## src/rtl/latch_loader_pkg.sv

```systemverilog
// Shared definitions for the latch loader: FSM state encoding and counter sizing.
// Latency: none (declarations only).
// Backpressure: not applicable.
package latch_loader_pkg;

    localparam logic [2:0] ST_IDLE  = 3'd0;
    localparam logic [2:0] ST_SHIFT = 3'd1;
    localparam logic [2:0] ST_SETUP = 3'd2;
    localparam logic [2:0] ST_LOAD  = 3'd3;
    localparam logic [2:0] ST_HOLD  = 3'd4;

    typedef enum logic [2:0] {
        S_IDLE  = ST_IDLE,
        S_SHIFT = ST_SHIFT,
        S_SETUP = ST_SETUP,
        S_LOAD  = ST_LOAD,
        S_HOLD  = ST_HOLD
    } state_t;

    // Bits needed for a counter that must reach the value n inclusive.
    function automatic int cnt_width(input int n);
        return (n < 1) ? 1 : $clog2(n + 1);
    endfunction

endpackage

```

## src/rtl/sipo_shreg.sv

```systemverilog
// Serial-in parallel-out shift register, MSB first, with synchronous clear.
// Latency: a shifted bit is visible on o_q one cycle after i_shift_en.
// Backpressure: none; shifts only when i_shift_en is high, clear has priority.
module sipo_shreg #(
    parameter int WIDTH = 8
) (
    input  logic             clk,
    input  logic             rst_n,
    input  logic             i_clr,
    input  logic             i_shift_en,
    input  logic             i_sin,
    output logic [WIDTH-1:0] o_q
);

    logic [WIDTH-1:0] r_q;
    logic [WIDTH-1:0] w_shifted;

    // A one-bit register has no older bits to keep, so it simply takes the new bit.
    generate
        if (WIDTH == 1) begin : g_one
            assign w_shifted = i_sin;
        end else begin : g_wide
            assign w_shifted = {r_q[WIDTH-2:0], i_sin};
        end
    endgenerate

    // Shift state: reset and clear to zero, otherwise shift on enable.
    always_ff @(posedge clk) begin
        if (!rst_n) begin
            r_q <= '0;
        end else if (i_clr) begin
            r_q <= '0;
        end else if (i_shift_en) begin
            r_q <= w_shifted;
        end
    end

    assign o_q = r_q;

endmodule

```

## src/rtl/latch_loader.sv

```systemverilog
// Assembles a serial word and loads it into a D-latch bank with a guarded en window.
// Latency: d updates 1 cycle after the last bit, en high cycles 2..EN_CYCLES+1 after it.
// Backpressure: sin_valid=0 stalls shifting indefinitely; start is ignored while busy.
module latch_loader
    import latch_loader_pkg::*;
#(
    parameter int WIDTH     = 8,
    parameter int EN_CYCLES = 2
) (
    input  logic             clk,
    input  logic             rst_n,
    input  logic             start,
    input  logic             abort,
    input  logic             sin,
    input  logic             sin_valid,
    output logic [WIDTH-1:0] d,
    output logic             en,
    output logic             busy,
    output logic             done
);

    localparam int BCW = cnt_width(WIDTH);
    localparam int LCW = cnt_width(EN_CYCLES);
    localparam logic [BCW-1:0] BIT_FULL = BCW'(WIDTH);
    localparam logic [LCW-1:0] LD_LAST  = LCW'(EN_CYCLES - 1);

    state_t           r_state;
    state_t           w_state_nxt;
    logic [BCW-1:0]   r_bit_cnt;
    logic [LCW-1:0]   r_ld_cnt;
    logic [WIDTH-1:0] r_d;
    logic [WIDTH-1:0] w_shreg;
    logic             r_en;
    logic             r_busy;
    logic             r_done;
    logic             w_full;
    logic             w_shift_en;
    logic             w_clr;

    // The word is complete once the counter holds WIDTH; further bits are ignored
    // until the FSM leaves SHIFT. Abort blocks the shift of a coincident bit.
    assign w_full     = (r_bit_cnt == BIT_FULL);
    assign w_shift_en = (r_state == S_SHIFT) && sin_valid && !abort && !w_full;
    assign w_clr      = (r_state == S_IDLE) && start && !abort;

    sipo_shreg #(
        .WIDTH (WIDTH)
    ) u_shreg (
        .clk        (clk),
        .rst_n      (rst_n),
        .i_clr      (w_clr),
        .i_shift_en (w_shift_en),
        .i_sin      (sin),
        .o_q        (w_shreg)
    );

    // State register.
    always_ff @(posedge clk) begin
        if (!rst_n) begin
            r_state <= S_IDLE;
        end else begin
            r_state <= w_state_nxt;
        end
    end

    // Next-state decode; abort only matters in SHIFT, start only in IDLE.
    always_comb begin
        w_state_nxt = r_state;
        case (r_state)
            S_IDLE: begin
                if (start && !abort) begin
                    w_state_nxt = S_SHIFT;
                end
            end
            S_SHIFT: begin
                if (abort) begin
                    w_state_nxt = S_IDLE;
                end else if (w_full) begin
                    w_state_nxt = S_SETUP;
                end
            end
            S_SETUP: begin
                w_state_nxt = S_LOAD;
            end
            S_LOAD: begin
                if (r_ld_cnt == LD_LAST) begin
                    w_state_nxt = S_HOLD;
                end
            end
            S_HOLD: begin
                w_state_nxt = S_IDLE;
            end
            default: begin
                w_state_nxt = S_IDLE;
            end
        endcase
    end

    // Bit counter clears on frame start; LOAD counter runs only while in LOAD.
    always_ff @(posedge clk) begin
        if (!rst_n) begin
            r_bit_cnt <= '0;
            r_ld_cnt  <= '0;
        end else begin
            if (w_clr) begin
                r_bit_cnt <= '0;
            end else if (w_shift_en) begin
                r_bit_cnt <= r_bit_cnt + BCW'(1);
            end

            if (r_state == S_LOAD) begin
                r_ld_cnt <= r_ld_cnt + LCW'(1);
            end else begin
                r_ld_cnt <= '0;
            end
        end
    end

    // Latch data register: captured only on the edge entering SETUP, so it is
    // stable a full cycle before en rises and until well after en falls.
    always_ff @(posedge clk) begin
        if (!rst_n) begin
            r_d <= '0;
        end else if ((r_state == S_SHIFT) && (w_state_nxt == S_SETUP)) begin
            r_d <= w_shreg;
        end
    end

    // Control outputs come straight from flops so en cannot glitch on state decode.
    always_ff @(posedge clk) begin
        if (!rst_n) begin
            r_en   <= 1'b0;
            r_busy <= 1'b0;
            r_done <= 1'b0;
        end else begin
            r_en   <= (w_state_nxt == S_LOAD);
            r_busy <= (w_state_nxt != S_IDLE);
            r_done <= (w_state_nxt == S_HOLD);
        end
    end

    assign d    = r_d;
    assign en   = r_en;
    assign busy = r_busy;
    assign done = r_done;

endmodule

```

## config.mk

```make
export PLATFORM = sky130hd
export DESIGN_NAME = latch_loader
export DESIGN_NICKNAME = d
export VERILOG_FILES = /design/src/rtl/latch_loader_pkg.sv /design/src/rtl/sipo_shreg.sv /design/src/rtl/latch_loader.sv
export SDC_FILE = /design/constraint.sdc
export NUM_CORES = 1
export LEC_CHECK = 0
export ABC_AREA = 1
export BUFFER_PORTS_ARGS = -buffer_cell sky130_fd_sc_hd__buf_2
export CAP_MARGIN = 20
export CORE_UTILIZATION = 54
export DETAILED_ROUTE_END_ITERATION = 12
export GPL_TIMING_DRIVEN = 0
export PLACE_DENSITY = 0.73
export SLEW_MARGIN = 20
export SYNTH_ARGS = -nofsm -noshare
export SYNTH_HDL_FRONTEND = slang
export SYNTH_SLANG_ARGS = --single-unit
```

## constraint.sdc

```tcl
create_clock -name clk -period 1.45 [get_ports clk]
set_input_delay 0.29 -clock clk [delete_from_list [all_inputs] [get_ports clk]]
set_output_delay 0.29 -clock clk [all_outputs]
set_load 0.02 [all_outputs]
```

==> metrics.md, run 1 <==
| Metric | Value |
|---|---|
| Status | `completed` |
| NumNets Final | `approximately 200` |
| Setup TNS | `0 ps` |
| Die footprint | `2400 sq um` |
| Hpwl dp | `roughly 1500 um` |
| Min Tclk post-route | `roughly 1300 ps` |
| Final WS setup | `about 110 ps` |
| Aggregate global routing overflow | `0` |
| Cts hold-fix bufs | `0` |
| CP Capture Type | `flop` |
| Leakage | `0.663 nW` |
| H-tree Lvls | `1` |
| Most common cell after layout, fill and taps aside | `nor2_1` |
| Clk sinks | `28` |
| Initial core utilization | `0.590` |
| Worst slew pin tran | `between 200 and 300 ps` |
| Post-CTS resize count | `0` |
| Ranking of synthesized cells by area | `dfxtp_1 47%, nor2_1 13%, nand2_1 11%` |
| Avg Inst Size Synth | `7.18 sq um` |
| Vias post-DR | `999` |
| Int Pwr | `slightly below 0.001 W` |
| CP startpoint kind | `flop` |
| Routability cong. | `between 0.7 and 0.8` |
| Final Hold Fails | `0` |
| Largest net degree at the start of global routing | `16` |
| Tot Pwr | `about 0.0012 W` |
| Worst-skew pair later-pin latency | `320 ps` |
| Worst Path Buf+Inv | `2` |
| FP Rows | `16` |
| DRC | `0` |
| Initial antenna violation count | `0` |
| Upper clock frequency limit | `about 0.75 GHz` |
| Most frequent cells in the layout | `41 x nor2_1, 34 x nand2_1, 26 x dfxtp_1, 25 x inv_1, 16 x buf_2` |
| Yosys reg bits | `28` |
| Synth top area share | `0.470` |
| Critical Path RT | `around 1700 ps` |
| Sequential area share after synthesis | `0.470` |
| Max FO, Critical Path | `10` |
| 1st-iter DRT viols | `15` |
| Tightest Hold Check Type | `in -> reg` |
| Number of buffers created by CTS | `3` |
| CP most frequent cell | `nand2_1` |
| CTS tree | `built` |
| Wirelength per Cell | `about 9.4 um` |
| Top delay family on crit path | `simple AND/OR/NAND/NOR gates` |
| First-pass GRT wire length | `~3400 um` |
| Post CTS Setup Buffer Count | `0` |
| Top Ports | `17` |
| RSZ-0062 raised after global routing | `false` |
| PortBufs | `16` |
| Library cells used by synthesis | `20` |
| Clock transition at the registers of the reported paths | `approximately 140 ps` |
| Final ANT Viol Nets | `0` |
| Worst-case clock skew | `approximately 2.3 ps` |
| GR Util All Layers | `0.185` |
| P_sw | `between 0.0002 and 0.0003 W` |
| Crit-path cells | `inv_1, ha_1, nand2_1, nor2_4, nor2_4, buf_6, nand2_1, nand2_1, nor2_1` |
| Clk root buf | `clkbuf_4` |
| Area delta synth->final | `13.9%` |
| Die Ht | `49.0 um` |
| Cell taking the most area after synthesis | `dfxtp_1` |
| Share of cells above drive strength 1 | `0.183` |
| Pre-CTS setup slack | `54.7 ps` |
| Pwr Density | `904 nW/um^2` |
| Slew HR | `0.803` |
| Vias per cell | `about 4.7` |
| DRT Wirelength | `~2000 um` |
| CORE AREA | `between 2000 and 2500 sq um` |
| Final setup viols | `0` |
| Synth Instances | `roughly 170` |
| First-pass detailed-route iteration total | `4` |
| Syn nets | `between 150 and 200` |
| Period utilisation layout | `0.924` |
| Max-cap violations | `0` |
| # diodes | `0` |
| Synth Warn # | `0` |
| Clock Power Share | `0.298` |
| Combinational share of power | `0.063` |
| CTS max path bufs | `2` |
| Worst vdd ir | `between 0.4 and 0.5 mV` |
| Setup CP Type | `reg -> reg` |
| Via count of the first global-routing pass | `approximately 840` |
| Sw Share | `0.217` |
| Sequential Power Share | `0.639` |
| Synthesized area | `between 1000 and 1500 sq um` |
| Final Max Slew Viols | `0` |
| Slowest cell delay on critical path | `around 400 ps` |
| Chip width | `49.0 um` |
| Critical path's slowest cell | `dfxtp_4` |
| Crit path DAT | `about 1600 ps` |
[synth_stat cells]
master,number
nor2_1,41
nand2_1,34
dfxtp_1,28
inv_1,25
o21ai_0,10
nand3_1,6
nor2_2,4
ha_1,3
a21oi_1,2
buf_6,2
inv_2,2
buf_4,1
clkbuf_1,1
nand2_4,1
nand3b_1,1
nand4_1,1
nand4_2,1
nor2_4,1
nor3_1,1
xor2_1,1
[sequential cells by signal (all words and copies together), names as in the netlist]
register,flops
r_ld_cnt,2
r_bit_cnt,4
d,8
busy,1
done,1
u_shreg.o_q,8
r_state,3
en,1
[power by group through the flow]
stage                     sequential [W]  clock [W]  combinational [W]
after floorplan                 0.000802          0          0.0000545
after global placement          0.000802          0          0.0000734
after detailed placement        0.000802          0          0.0000758
after CTS                       0.000785   0.000379          0.0000771
after global routing            0.000785   0.000413          0.0000888
final                           0.000784   0.000366          0.0000769
[layout make-up]
type	count	area, sq um
repair buffers	16	80.1
well taps	27	33.8
flip-flops and latches	28	566
plain buffers	4	33.8
inverters	27	101
clock buffers	4	36.3
multi-input cells	107	507
fillers	192	664
[worst paths after layout]
path	startpoint	to	slack [ps]	cells after the start
worst max-delay path	r_bit_cnt[0]$_SDFFE_PP0P_	u_shreg.o_q[7]$_SDFFE_PP0P_	110	9
worst min-delay path	sin	u_shreg.o_q[0]$_SDFFE_PP0P_	250	5
worst min register to register	r_ld_cnt[0]$_SDFF_PN0_	r_ld_cnt[0]$_SDFF_PN0_	430	1
worst max register to register	r_bit_cnt[0]$_SDFFE_PP0P_	u_shreg.o_q[7]$_SDFFE_PP0P_	110	9
[through the flow]
stage / utilization / hold WS, ps / area (sq um) / cells
finish: 0.671 / 249 / 1360 / 213
global route: 0.671 / 245 / 1360 / 213
CTS: 0.664 / 241 / 1340 / 213
detailed placement: 0.646 / 412 / 1310 / 209
global placement: 0.646 / 404 / 1310 / 209
floorplan: - / 397 / 1190 / 166
[worst min-delay path, cell delays in order]
cell and delay (ps):
buf_2 90, inv_1 40, nand2_1 40, nand2_1 50, nor2_1 30
[cells by family (layout without fill, tap and decap cells)]
kind of cell               after synthesis  count (layout)  synth area share
AOI/OAI and AO/OA                       12              12            0.0504
xor gates and xnor gates                 1               1           0.00735
adders and majority gates                3               3            0.0315
buffers and inverters                   31              51             0.113
DFF                                     28              28             0.470
and+or+nand+nor                         91              91             0.327
[per-layer routing]
layer	part of all wire	GRT usage	vias to the layer above
li1	-	-	539
met1	0.47	0.235	431
met2	0.46	0.313	25
met3	0.053	0.0280	4
met4	0.016	0.0735	0
met5	0	0	-
No activity file was read; power rests on OpenSTA's default activity.
==> run 2: changes to the inputs <==
--- a/config.mk
+++ b/config.mk
@@ -15,4 +15,5 @@
 export SLEW_MARGIN = 20
 export SYNTH_ARGS = -nofsm -noshare
 export SYNTH_HDL_FRONTEND = slang
+export SYNTH_HIERARCHICAL = 1
 export SYNTH_SLANG_ARGS = --single-unit
==> run 2 against run 1 <==
Effect of this change:
- worst hold slack worse by 45 ps
- clock skew up 5.6 ps
- sequential share of layout area down 1.7 points
- register-to-register slack worse by 60 ps
- global-route usage fell by 0.25 points
- cell count fell by 6.1%
- sequential power fell by 1%
- critical path depth unchanged
- power up 10%
- first-iteration DRC count down 20%
- die area rose by 0.61%
- clock-buffer cell count down 1
- largest cell class unchanged
- highest routed layer unchanged
==> metrics.md, run 2 <==
| Metric | Value |
|---|---|
| Crit-path cells | `inv_1, ha_4, nand2_2, nor2_4, nor2_4, buf_6, inv_4, nand2_1, a21oi_1` |
| Largest net degree at the start of global routing | `17 (+1)` |
| Area delta synth->final | `18.4%` |
| Worst Hold End | `u_shreg/o_q[0]$_SDFFE_PP0P_` |
| Final setup viols | `0 (unchanged)` |
| Yosys reg bits | `28 (unchanged)` |
| Worst reg-to-reg path cell count | `9 (unchanged)` |
| DRT Wirelength | `2070 um (+3.9%)` |
| Post-route insts no fill | `200 (-6.1%)` |
| Ranking of synthesized cells by area | `dfxtp_1 47%, nand2_1 10%, nor2_2 5.7%` |
| Clk root buf | `clkbuf_4` |
| CP Capture Type | `flop` |
| Most frequent cells after synthesis | `32 x nand2_1, 28 x dfxtp_1, 18 x inv_1, 18 x nor2_1, 11 x nor2_2` |
| Int Pwr | `0.00107 W (+12%)` |
| Hpwl dp | `1500 um (+2.0%)` |
| P_sw | `0.000277 W (+3.9%)` |
| Count leader, synth | `nand2_1` |
| Max-cap violations | `0 (unchanged)` |
| Cell taking the most area after synthesis | `dfxtp_1` |
| NumNets Final | `183 (-6.6%)` |
| Upper clock frequency limit | `0.715 GHz (-4.2%)` |
| Sequential Power Share | `0.574 (-0.065)` |
| Sequential area share after synthesis | `0.467 (-0.00294)` |
| Worst slew pin tran | `361 ps (+65.2 ps)` |
| Period utilisation layout | `0.965 (+0.0405)` |
| Die footprint | `2410 sq um (+0.61%)` |
| 1st-iter DRT viols | `12 (-3)` |
| Hold Crit Start | `sin` |
| Synth Instances | `151 (-9.0%)` |
| CP most frequent cell | `nor2_4` |
| Final Hold Fails | `0 (unchanged)` |
| Via count of the first global-routing pass | `837 (-0.59%)` |
| Leakage | `0.633 nW (-4.5%)` |
| Min Tclk post-route | `1400 ps (+58.7 ps)` |
| Combinational share of power | `0.049 (-0.014)` |
| Most frequent cells in the layout | `31 x nand2_1, 26 x dfxtp_1, 18 x inv_1, 18 x nor2_1, 16 x buf_2` |
| Ys async rst share | `0 (unchanged)` |
| Avg Inst Size Synth | `7.95 sq um (+11%)` |
| H-tree Lvls | `1 (unchanged)` |
| Initial antenna violation count | `0 (unchanged)` |
| CORE AREA | `2020 sq um (unchanged)` |
| Reg-to-Reg Start | `r_bit_cnt[0]$_SDFFE_PP0P_` |
| Vias per cell | `4.65 (-0.86%)` |
| First-pass GRT wire length | `3350 um (-2.6%)` |
| Worst vdd ir | `0.803 mV (+61%)` |
| Synthesized area | `1200 sq um (+0.63%)` |
| Status | `completed` |
| Setup CP Type | `reg -> reg` |
| PortBufs | `16 (unchanged)` |
| Routability cong. | `0.781 (+2.4%)` |
| Tightest Hold Check Type | `in -> reg` |
| Slowest cell delay on critical path | `390 ps (about the same)` |
| Critical Path RT | `1720 ps (+40 ps)` |
| Worst-case clock skew | `7.84 ps (+5.57 ps)` |
| Crit path DAT | `1670 ps (+100 ps)` |
| Library cells used by synthesis | `25 (+25%)` |
| Synth Warn # | `6 (+6)` |
| FP Rows | `16 (unchanged)` |
| Hold depth | `3 (-2)` |
| Vias post-DR | `930 (-6.9%)` |
| Chip width | `49.1 um (+0.31%)` |
| Die Ht | `49.1 um (+0.31%)` |
| Sw Share | `0.205 (-0.0123)` |
| Syn nets | `160 (-8.6%)` |
| Cts hold-fix bufs | `0 (unchanged)` |
| Top Ports | `17 (unchanged)` |
| Pwr Density | `952 nW/um^2 (+5.3%)` |
| # diodes | `0 (unchanged)` |
| Number of buffers created by CTS | `3 (unchanged)` |
| CP startpoint kind | `flop` |
| Synth top area share | `0.467 (-0.00294)` |
| DRC | `0 (unchanged)` |
| Clock Power Share | `0.377 (+0.079)` |
| Tot Pwr | `0.00135 W (+10%)` |
| CTS tree | `built` |
| Share of cells above drive strength 1 | `0.289 (+0.106)` |
| Worst-skew pair later-pin latency | `330 ps (about the same)` |
| GR Util All Layers | `0.182 (-0.00253)` |
| EDFF count, synth | `0 (unchanged)` |
| Wirelength per Cell | `10.4 um (+11%)` |
| Critical path's slowest cell | `dfxtp_4` |
| Aggregate global routing overflow | `0 (unchanged)` |
| Most common cell after layout, fill and taps aside | `nand2_1` |
| Most used DFF post-synth | `dfxtp_1` |
| CTS max path bufs | `2 (unchanged)` |
| Final ANT Viol Nets | `0 (unchanged)` |
| Final Max Slew Viols | `0 (unchanged)` |
| Slew HR | `0.759 (-0.0434)` |
| Clock transition at the registers of the reported paths | `150 ps (about the same)` |
| Initial core utilization | `0.593 (+0.00371)` |
| Inst Count DP | `194 (-7.2%)` |
| Max FO, Critical Path | `9 (-1)` |
| R2r endpoint | `u_shreg/o_q[6]$_SDFFE_PP0P_` |
| Clk sinks | `28 (unchanged)` |
| FF-to-FF setup slack | `50 ps (-60 ps)` |
| Worst setup path start | `r_bit_cnt[0]$_SDFFE_PP0P_` |
| First-pass detailed-route iteration total | `4 (unchanged)` |
-- run 2: repair_timing --
| action | CTS | global route |
|---|---|---|
| endpoints found under the setup margin | 8 | 8 |
| pin swaps | 0 | 2 |
| setup buffers | 0 | 2 |
| resized for setup | 6 | 5 |
| cloned | 0 | 0 |
-- run 2: routing by layer --
metal / GRT usage / vias up / share of wire
met2: 0.267 / 15 / 0.45
li1: - / 513 / -
met1: 0.250 / 400 / 0.51
met5: 0 / - / 0
met3: 0.0374 / 2 / 0.032
met4: 0.0980 / 0 / 0.012
-- run 2: per-stage QoR --
step	hold WS (ps)	util	setup slack [ps]	instance area (sq um)	setup TNS (ps)
after floorplan	397	-	44.4	1200	0
after global placement	404	0.650	-87.5	1310	-688
after detailed placement	418	0.650	-120	1310	-919
after CTS	181	0.684	1.05	1380	0
after global routing	187	0.702	-6.95	1420	-13.4
final	204	0.702	50.9	1420	0
-- run 2: critical path: cells and delay by family, from the launching register on --
kind                       cells  cell delay, ps
DFF                            1             390
and+or+nand+nor                4             350
buffers and inverters          3             310
adders and majority gates      1             160
AOI/OAI and AO/OA              1             120
-- run 2: cell families (layout without fill, tap and decap cells) --
kind of cell,count (synthesis),in the layout,synth area share
buffers and inverters,23,45,0.0855
adders and majority gates,3,3,0.0313
DFF,28,28,0.467
AOI/OAI and AO/OA,20,20,0.0834
xor gates and xnor gates,1,1,0.00730
and+or+nand+nor,76,76,0.325
-- run 2: worst max-delay path by stage --
stage	endpoint	cells after the start
finish	u_shreg/o_q[6]$_SDFFE_PP0P_	9
global route	u_shreg/o_q[4]$_SDFFE_PP0P_	9
CTS	u_shreg/o_q[6]$_SDFFE_PP0P_	9
detailed placement	u_shreg/o_q[6]$_SDFFE_PP0P_	9
global placement	u_shreg/o_q[2]$_SDFFE_PP0P_	9
floorplan	u_shreg/o_q[3]$_SDFFE_PP0P_	9
-- run 2: area by class of cell --
type | count | area (sq um)
plain buffers | 2 | 15.0
clock buffers | 3 | 22.5
multi-input cells | 100 | 566
well taps | 27 | 33.8
inverters | 21 | 90.1
clock inverters | 1 | 30.0
flip-flops and latches | 28 | 568
repair buffers | 18 | 95.1
fillers | 174 | 602
-- run 2: power groups by stage --
stage / logic [W] / registers, W / clock network, W
floorplan: 0.0000404 / 0.000797 / 0
global placement: 0.0000592 / 0.000795 / 0
detailed placement: 0.0000607 / 0.000796 / 0
CTS: 0.0000616 / 0.000778 / 0.000523
global route: 0.0000743 / 0.000776 / 0.000549
finish: 0.0000662 / 0.000776 / 0.000510
